===== config.mk =====
export PLATFORM = sky130hd
export DESIGN_NAME = openhw_seqmul
export DESIGN_NICKNAME = d
export VERILOG_FILES = /design/src/rtl/openhw_seqmul.sv
export SDC_FILE = /design/constraint.sdc
export NUM_CORES = 1
export LEC_CHECK = 0
export BUFFER_PORTS_ARGS = -buffer_cell sky130_fd_sc_hd__buf_2
export CAP_MARGIN = 20
export CELL_PAD_IN_SITES_DETAIL_PLACEMENT = 0
export CELL_PAD_IN_SITES_GLOBAL_PLACEMENT = 1
export CORE_MARGIN = 2
export CORE_UTILIZATION = 40
export DETAILED_ROUTE_END_ITERATION = 8
export PLACE_DENSITY_LB_ADDON = 0.2
export SLEW_MARGIN = 20
export SYNTH_ARGS = -nofsm -noshare
export SYNTH_HDL_FRONTEND = slang
export SYNTH_SLANG_ARGS = --single-unit

===== constraint.sdc =====
create_clock -name clk -period 4.42 [get_ports clk]
set_clock_uncertainty 0.15 [all_clocks]
set_input_delay 0 -clock clk [delete_from_list [all_inputs] [get_ports clk]]
set_output_delay 0 -clock clk [all_outputs]
set_load 0.03 [all_outputs]

===== src/rtl/openhw_seqmul.sv =====
// openhw_seqmul: radix-2 iterative shift-and-add multiplier.
// Retires one multiplier bit per cycle through a single XLEN+1-bit adder,
// operating on operand magnitudes and applying the sign once at the end.
// Produces the full 2*XLEN-bit product for mul / mulh / mulhsu / mulhu.
module openhw_seqmul #(
    parameter int XLEN = 64
) (
    input  logic                clk,
    input  logic                reset,
    input  logic                Start,
    input  logic                Flush,
    input  logic [XLEN-1:0]     X,
    input  logic [XLEN-1:0]     Y,
    input  logic                XSigned,
    input  logic                YSigned,
    output logic                Busy,
    output logic                Done,
    output logic [2*XLEN-1:0]   P
);

    localparam int CNT_W = $clog2(XLEN) + 1;
    localparam logic [CNT_W-1:0] LAST_STEP = CNT_W'(XLEN - 1);
    localparam logic [CNT_W-1:0] CNT_ONE   = {{(CNT_W-1){1'b0}}, 1'b1};

    typedef enum logic [1:0] {
        ST_IDLE = 2'd0,
        ST_BUSY = 2'd1,
        ST_FIX  = 2'd2,
        ST_DONE = 2'd3
    } state_e;

    // Two's-complement negate of an operand-width value.
    function automatic logic [XLEN-1:0] negate_op(input logic [XLEN-1:0] v);
        return ~v + {{(XLEN-1){1'b0}}, 1'b1};
    endfunction

    // Two's-complement negate of a product-width value.
    function automatic logic [2*XLEN-1:0] negate_prod(input logic [2*XLEN-1:0] v);
        return ~v + {{(2*XLEN-1){1'b0}}, 1'b1};
    endfunction

    // FSM state and registered status outputs
    state_e state_q;
    state_e state_d;
    logic   busy_q;
    logic   busy_d;
    logic   done_q;
    logic   done_d;

    // Datapath registers. The accumulator's top bit (bit XLEN of A) is
    // always zero after each right shift, so only the low XLEN bits are
    // stored; the carry lives only inside the step adder.
    logic [XLEN-1:0]    a_q;
    logic [XLEN-1:0]    a_d;
    logic [XLEN-1:0]    q_q;
    logic [XLEN-1:0]    q_d;
    logic [XLEN-1:0]    xabs_q;
    logic [XLEN-1:0]    xabs_d;
    logic               neg_q;
    logic               neg_d;
    logic [CNT_W-1:0]   cnt_q;
    logic [CNT_W-1:0]   cnt_d;
    logic [2*XLEN-1:0]  p_q;
    logic [2*XLEN-1:0]  p_d;

    // Combinational helpers
    logic               x_neg_s;
    logic               y_neg_s;
    logic [XLEN:0]      addend_s;
    logic [XLEN:0]      sum_s;
    logic [2*XLEN-1:0]  prod_mag_s;

    assign Busy = busy_q;
    assign Done = done_q;
    assign P    = p_q;

    // State register and registered status outputs
    always_ff @(posedge clk) begin
        if (reset) begin
            state_q <= ST_IDLE;
            busy_q  <= 1'b0;
            done_q  <= 1'b0;
        end else begin
            state_q <= state_d;
            busy_q  <= busy_d;
            done_q  <= done_d;
        end
    end

    // Next-state logic; Flush overrides everything, including Start
    always_comb begin
        state_d = state_q;
        if (Flush) begin
            state_d = ST_IDLE;
        end else begin
            case (state_q)
                ST_IDLE: begin
                    if (Start) begin
                        state_d = ST_BUSY;
                    end else begin
                        state_d = ST_IDLE;
                    end
                end
                ST_BUSY: begin
                    if (cnt_q == LAST_STEP) begin
                        state_d = ST_FIX;
                    end else begin
                        state_d = ST_BUSY;
                    end
                end
                ST_FIX:  state_d = ST_DONE;
                ST_DONE: state_d = ST_IDLE;
                default: state_d = ST_IDLE;
            endcase
        end
    end

    // Output decode from the next state so Busy/Done are registered
    always_comb begin
        busy_d = 1'b0;
        done_d = 1'b0;
        case (state_d)
            ST_IDLE: begin
                busy_d = 1'b0;
                done_d = 1'b0;
            end
            ST_BUSY, ST_FIX: begin
                busy_d = 1'b1;
                done_d = 1'b0;
            end
            ST_DONE: begin
                busy_d = 1'b1;
                done_d = 1'b1;
            end
            default: begin
                busy_d = 1'b0;
                done_d = 1'b0;
            end
        endcase
    end

    // Operand sign detection and one shift-add step
    always_comb begin
        x_neg_s    = XSigned & X[XLEN-1];
        y_neg_s    = YSigned & Y[XLEN-1];
        if (q_q[0]) begin
            addend_s = {1'b0, xabs_q};
        end else begin
            addend_s = {(XLEN+1){1'b0}};
        end
        sum_s      = {1'b0, a_q} + addend_s;
        prod_mag_s = {a_q, q_q};
    end

    // Datapath next-state: capture magnitudes, iterate, then apply sign
    always_comb begin
        a_d    = a_q;
        q_d    = q_q;
        xabs_d = xabs_q;
        neg_d  = neg_q;
        cnt_d  = cnt_q;
        p_d    = p_q;
        if (Flush) begin
            cnt_d = {CNT_W{1'b0}};
        end else begin
            case (state_q)
                ST_IDLE: begin
                    if (Start) begin
                        // The most negative value negates to itself, which
                        // reads correctly as 2^(XLEN-1) when unsigned.
                        if (x_neg_s) begin
                            xabs_d = negate_op(X);
                        end else begin
                            xabs_d = X;
                        end
                        if (y_neg_s) begin
                            q_d = negate_op(Y);
                        end else begin
                            q_d = Y;
                        end
                        neg_d = x_neg_s ^ y_neg_s;
                        a_d   = {XLEN{1'b0}};
                        cnt_d = {CNT_W{1'b0}};
                    end else begin
                        cnt_d = cnt_q;
                    end
                end
                ST_BUSY: begin
                    // {A, Q} = {Sum, Q} >> 1
                    a_d   = sum_s[XLEN:1];
                    q_d   = {sum_s[0], q_q[XLEN-1:1]};
                    cnt_d = cnt_q + CNT_ONE;
                end
                ST_FIX: begin
                    if (neg_q) begin
                        p_d = negate_prod(prod_mag_s);
                    end else begin
                        p_d = prod_mag_s;
                    end
                end
                ST_DONE: begin
                    p_d = p_q;
                end
                default: begin
                    p_d = p_q;
                end
            endcase
        end
    end

    // Datapath registers
    always_ff @(posedge clk) begin
        if (reset) begin
            a_q    <= {XLEN{1'b0}};
            q_q    <= {XLEN{1'b0}};
            xabs_q <= {XLEN{1'b0}};
            neg_q  <= 1'b0;
            cnt_q  <= {CNT_W{1'b0}};
            p_q    <= {(2*XLEN){1'b0}};
        end else begin
            a_q    <= a_d;
            q_q    <= q_d;
            xabs_q <= xabs_d;
            neg_q  <= neg_d;
            cnt_q  <= cnt_d;
            p_q    <= p_d;
        end
    end

endmodule


==> results.toml, run 1 <==
[placement]
place.gp.congestion = 0.962
dp_hpwl_mm = 58.1
dp_cells = 3664
portBuffers = 263

[detailed_routing]
ant_nets = 0
top_layer = "met4"
drc_errors = 0
vias = 22800
via_per_inst = 5.77
met3_length_mm = 4.32
met1_length_mm = 34.8
detail_route.wl_per_cell_um = 20.0
drtIter0Drc = 1635
route.met2.wl_mm = 37.8
drt_pass1_iterations = 5
wirelength_mm = 79.0

[cts]
clockRootBuffer = "clkbuf_16"
clk_latency_ns = 0.57
cts_tree = "built"
cts_buffers = 39
htree_levels = 2
clk_pin_slew_ns = 0.06
cts_buffer_depth = 3
cts.sinks = 332

[power]
leakage_nw = 10.7
total_power_mw = 7.92
p_per_area_nw_per_um2 = 293
ir_drop_v = 0.000216

[cells_and_area]
area.growth.synth_to_final_pct = 24.4
fin_nets = 3421
finish.utilization = 0.503
layout-drive-gt1-share = 0.129
stdcell_count = 3943

[critical_path]
path_common_cell = "dlygate4sd3_1"
r2r_setup_slack_ns = 0.45
crit_slowest_cell = "nor4_1"
critPathLaunchType = "input pin"
cp_data_required_time_ns = 4.77
cp_max_fo = 9
timing_worst_setup_path_type = "in -> reg"
cp.arrival_ns = 4.63
crit_chain = "dlygate4sd3_1 -> buf_2 -> or4_1 -> nor4_1 -> and4_2 -> nand4_1 -> o31ai_1 -> xnor2_1 -> dlygate4sd3_1 -> nand2_1 -> a31oi_1 -> dlygate4sd3_1"
cp_top_family = "simple AND/OR/NAND/NOR gates"
reg2regPathDepth = 12
slowest_delay_ns = 0.61
r2r-start = "q_q[0]$_SDFFE_PP0P_"
crit_buf_inv = 4
critical_path.endpoint_type = "flip-flop"
r2r_end = "P[106]$_SDFFE_PP0P_"

[floorplanning]
ioPinCount = 264
die_y_um = 237
design.die.area_um2 = 56200
core_um2 = 53700
start_util = 0.404
rows = 85
die_w_um = 237

[hold_path]
hp-class = "in -> reg"
min_to = "xabs_q[1]$_SDFFE_PP0P_"
min_path_cells = 5
worstHoldStart = "XSigned"

[global_route]
grt_pass1_vias = 21500
track_usage = 0.272
grt_max_degree = 174
grt_pass1_wl_mm = 121
overflow = 0
antenna_found_initial = 2

[timing]
drv_slew = 0
slew_headroom = 0.378
period_minus_slack_ns = 4.27
setup_violations = 0
timing.hold.ws_ns = 0.0432
fmax_mhz = 234
post-route-period-util = 0.967
tightest_slew_ns = 0.927
finalHoldViolCount = 0

[synth]
synth_edf_count = 0
yosys_warnings = 0
netlist_area_um2 = 21700
yosysSeqAreaShare = 0.306
synthFlopType = "dfxtp_1"
synth_fp_nets = 3060
synth-seq-cells = 332
avgSynthCellArea_um2 = 7.60
synthCells = 2857
yosys.cell_types.count = 79
synthArstFlopShare = 0

[status]
outcome = "complete, no violations"

[job]
drv_cap = 0
## flip-flops by register name, indices dropped and copies added (netlist names)
signal and count:
Done 1, q_q 64, Busy 1, a_q 64
xabs_q 64, neg_q 1, P 128, cnt_q 7
state_q 2
## timing repair
action	4_1_cts	5_1_grt
endpoints found under the setup margin	0	8
buffers inserted	0	0
endpoints found under the hold margin	232	0
gates resized for setup	0	3
hold buffers	209	0
## metal layers
metal,global-route usage,vias to the layer above
met5,0,-
met4,0.0838,0
met3,0.0382,111
met2,0.462,622
met1,0.356,10900
li1,-,11100
## logic make-up after synthesis
logic type / Yosys count / synth area share
AND/OR/NAND/NOR: 1099 / 0.245
AO/OA/AOI/OAI: 831 / 0.251
flip-flops: 332 / 0.306
XOR/XNOR: 280 / 0.113
buffers and inverters: 240 / 0.0416
adder cells (fa/ha/maj): 69 / 0.0401
multiplexers: 6 / 0.00282
## final cells by class
type | instances | area (um2)
Clock buffer | 55 | 1150
Fill cell | 5285 | 26700
Antenna cell | 1 | 2.50
Multi-Input combinational cell | 2285 | 14200
Tap cell | 696 | 871
Sequential cell | 332 | 6650
Clock inverter | 14 | 181
Inverter | 41 | 154
Timing Repair Buffer | 519 | 3810
## worst max path at each step
stage                    startpoint              endpoint  slack (ns)  cells past startpoint
6_report                      Y[10]  q_q[57]$_SDFFE_PP0P_        0.15                     12
5_1_grt                       Y[10]  q_q[50]$_SDFFE_PP0P_       -0.03                     14
4_1_cts                       Y[10]  q_q[57]$_SDFFE_PP0P_        0.22                     12
3_5_place_dp    q_q[0]$_SDFFE_PP0P_  a_q[57]$_SDFFE_PP0P_        0.31                     13
3_3_place_gp    q_q[0]$_SDFFE_PP0P_    P[90]$_SDFFE_PP0P_        0.42                     12
2_1_floorplan  q_q[13]$_SDFFE_PP0P_   P[124]$_SDFFE_PP0P_        1.14                     10
## placed cells by master, fill, tap and decap left out, types with 50 or more instances in the layout
cell type	synthesis	final
ha_1	68	68
a211oi_1	182	182
buf_2	2	262
nor3_1	70	70
dfxtp_1	332	330
dlygate4sd3_1	0	209
xor2_1	188	188
o21ai_0	175	175
a21oi_1	194	194
nor2_1	396	392
and2_1	80	80
xnor2_1	92	92
or3_1	50	50
nand2_1	249	249
## synthesized netlist by cell type, types with 5 or more instances
cell	count	area [um2]
a211oi_1	182	1370
a21o_1	31	233
a21oi_1	194	971
a22oi_1	25	188
a311oi_1	26	228
a31oi_1	29	181
and2_1	80	500
and3_1	21	131
and4_1	5	43.8
buf_1	10	37.5
clkbuf_1	187	702
dfxtp_1	332	6650
ha_1	68	851
inv_1	41	154
mux2i_1	5	50.1
nand2_1	249	935
nand2b_1	14	87.6
nand3_1	46	230
nand4_1	41	257
nor2_1	396	1490
nor2b_1	12	75.1
nor3_1	70	350
nor3b_1	6	45.0
nor4_1	38	238
o21a_1	10	75.1
o21ai_0	175	876
o21bai_1	12	90.1
o31ai_1	50	375
o41ai_1	37	324
or2_2	11	68.8
or3_1	50	313
or4_1	32	240
xnor2_1	92	806
xor2_1	188	1650
## per-stage QoR
stage	setup slack, ns	TNS (ns)	cell area, um2
6_report	0.146	0	27000
5_1_grt	-0.0276	-0.0276	27000
4_1_cts	0.221	0	27000
3_5_place_dp	0.305	0	23600
3_3_place_gp	0.420	0	23600
2_1_floorplan	1.14	0	21700
## tightest hold or removal path, delay by kind of cell
family / cells / cell delay [ns]
buffers and inverters: 2 / 0.37
AO/OA/AOI/OAI: 1 / 0.08
AND/OR/NAND/NOR: 2 / 0.25
## power breakdown
part / internal (mW) / switching, mW
clock network: 2.04 / 1.35
logic: 0.559 / 0.773
registers: 3.09 / 0.116
No activity file was read; power rests on OpenSTA's default activity.
==> inputs of run 2 (changes only) <==
==> constraint.sdc (replaced) <==
create_clock -name clk -period 4.42 [get_ports clk]
set_clock_uncertainty 0.15 [all_clocks]
set_input_delay 0.442 -clock clk [delete_from_list [all_inputs] [get_ports clk]]
set_output_delay 0.442 -clock clk [all_outputs]
set_load 0.03 [all_outputs]
==> results.toml, run 2 (synthesis results as in run 1) <==
[status]
outcome = "complete, no violations"

[timing]
setup_violations = 0
tns_ns = 0
fmax_mhz = 248
fin_ws_ns = 0.381
post-route-period-util = 0.914
tightest_slew_ns = 1.05
rsz0062_at_grt = "no"
slew_headroom = 0.302
drv_slew = 0
timing.hold.ws_ns = 0.0266
period_minus_slack_ns = 4.04
finalHoldViolCount = 0

[cells_and_area]
area.growth.synth_to_final_pct = 15.1
final_common_cell = "nor2_1"
layout-drive-gt1-share = 0.141
diodes = 0
layout_common_cells = "nor2_1 (392), dfxtp_1 (330), buf_2 (262)"
stdcell_count = 3750
largest_register_ffs = 128
fin_nets = 3228

[cts]
clockRootBuffer = "clkbuf_16"
cts_tree = "built"
clk_pin_slew_ns = 0.06
cts_buffers = 40
clk_latency_ns = 0.58
htree_levels = 2
cts_buffer_depth = 3
cts_setup_buffers = 0
cts.sinks = 332

[placement]
place.gp.congestion = 0.960
portBuffers = 263
dp_cells = 3678
dp_hpwl_mm = 58.7
place_ws_ns = 0.279

[critical_path]
critical_path.endpoint_type = "flip-flop"
timing_worst_setup_path_type = "reg -> reg"
cp.arrival_ns = 4.37
critPathLaunchType = "flip-flop"
crit_start = "q_q[55]$_SDFFE_PP0P_"
cp_data_required_time_ns = 4.75
cp_max_fo = 7
r2r-start = "q_q[55]$_SDFFE_PP0P_"

[global_route]
grt_pass1_wl_mm = 118
track_usage = 0.267
antenna_found_initial = 0
grt_max_degree = 95
grt_pass1_vias = 20500
overflow = 0

[detailed_routing]
ant_nets = 0
detail_route.wl_per_cell_um = 20.5
drt_pass1_iterations = 6
via_per_inst = 5.86
vias = 22000
drc_errors = 0
wirelength_mm = 77.0
drtIter0Drc = 1660

[power]
p_per_area_nw_per_um2 = 307
leakage_nw = 9.85
ir_drop_v = 0.000247

[floorplanning]
core_um2 = 53700
start_util = 0.404
die_w_um = 237
design.die.area_um2 = 56200
rows = 85
die_y_um = 237
ioPinCount = 264

[hold_path]
worstHoldStart = "X[1]"
hp-class = "in -> reg"

[job]
drv_cap = 0
run 2: worst paths after layout:
kind                             endpoint  slack (ns)  cells past startpoint
setup / recovery      P[107]$_SDFFE_PP0P_        0.38                      9
hold reg to reg   xabs_q[60]$_SDFFE_PP0P_        0.30                      2
hold / removal     xabs_q[1]$_SDFFE_PP0P_        0.03                      3
setup reg to reg      P[107]$_SDFFE_PP0P_        0.38                      9
run 2: routing by layer:
metal,vias up,routed length (um),global-route usage
li1,10700,-,-
met1,10500,34700,0.361
met2,650,36200,0.443
met3,117,3970,0.0312
met4,0,2150,0.0836
met5,-,0,0
run 2: report_power, final:
| group | internal [mW] | switching [mW] |
|---|---|---|
| clock | 1.93 | 1.39 |
| combinational | 0.408 | 0.732 |
| sequential | 3.09 | 0.123 |
| total | 5.42 | 2.25 |
run 2: cell type report:
class                      count  area, um2
timing repair buffer         325       1840
multi-input combinational   2285      14200
tap                          696        871
sequential                   332       6650
inverter                      41        154
clock buffer                  56       1140
clock inverter                15        144
fill                        5481      28700
run 2: worst max-delay path, cell delays in order, from the launching register on:
cell and delay [ns]:
dfxtp_1 0.36, or4_1 0.64, or2_1 0.36, or4_1 0.65
nor4_2 0.49, nand3_1 0.45, o41ai_1 0.43, xnor2_1 0.19
nand2_1 0.09, a21oi_1 0.13
run 2: what timing repair did:
| action | CTS | global route |
|---|---|---|
| endpoints found under the setup margin | 0 | 3 |
| gates resized for setup | 0 | 1 |
| endpoints found under the hold margin | 1 | 0 |
| hold buffers | 1 | 0 |
run 2: metrics by stage:
stage,area [um2],util,power [mW]
final,25000,0.465,7.67
after floorplan,21700,-,3.98
after global routing,25000,0.465,7.99
after detailed placement,23700,0.441,4.40
after global placement,23700,0.441,4.39
after CTS,25000,0.465,7.73
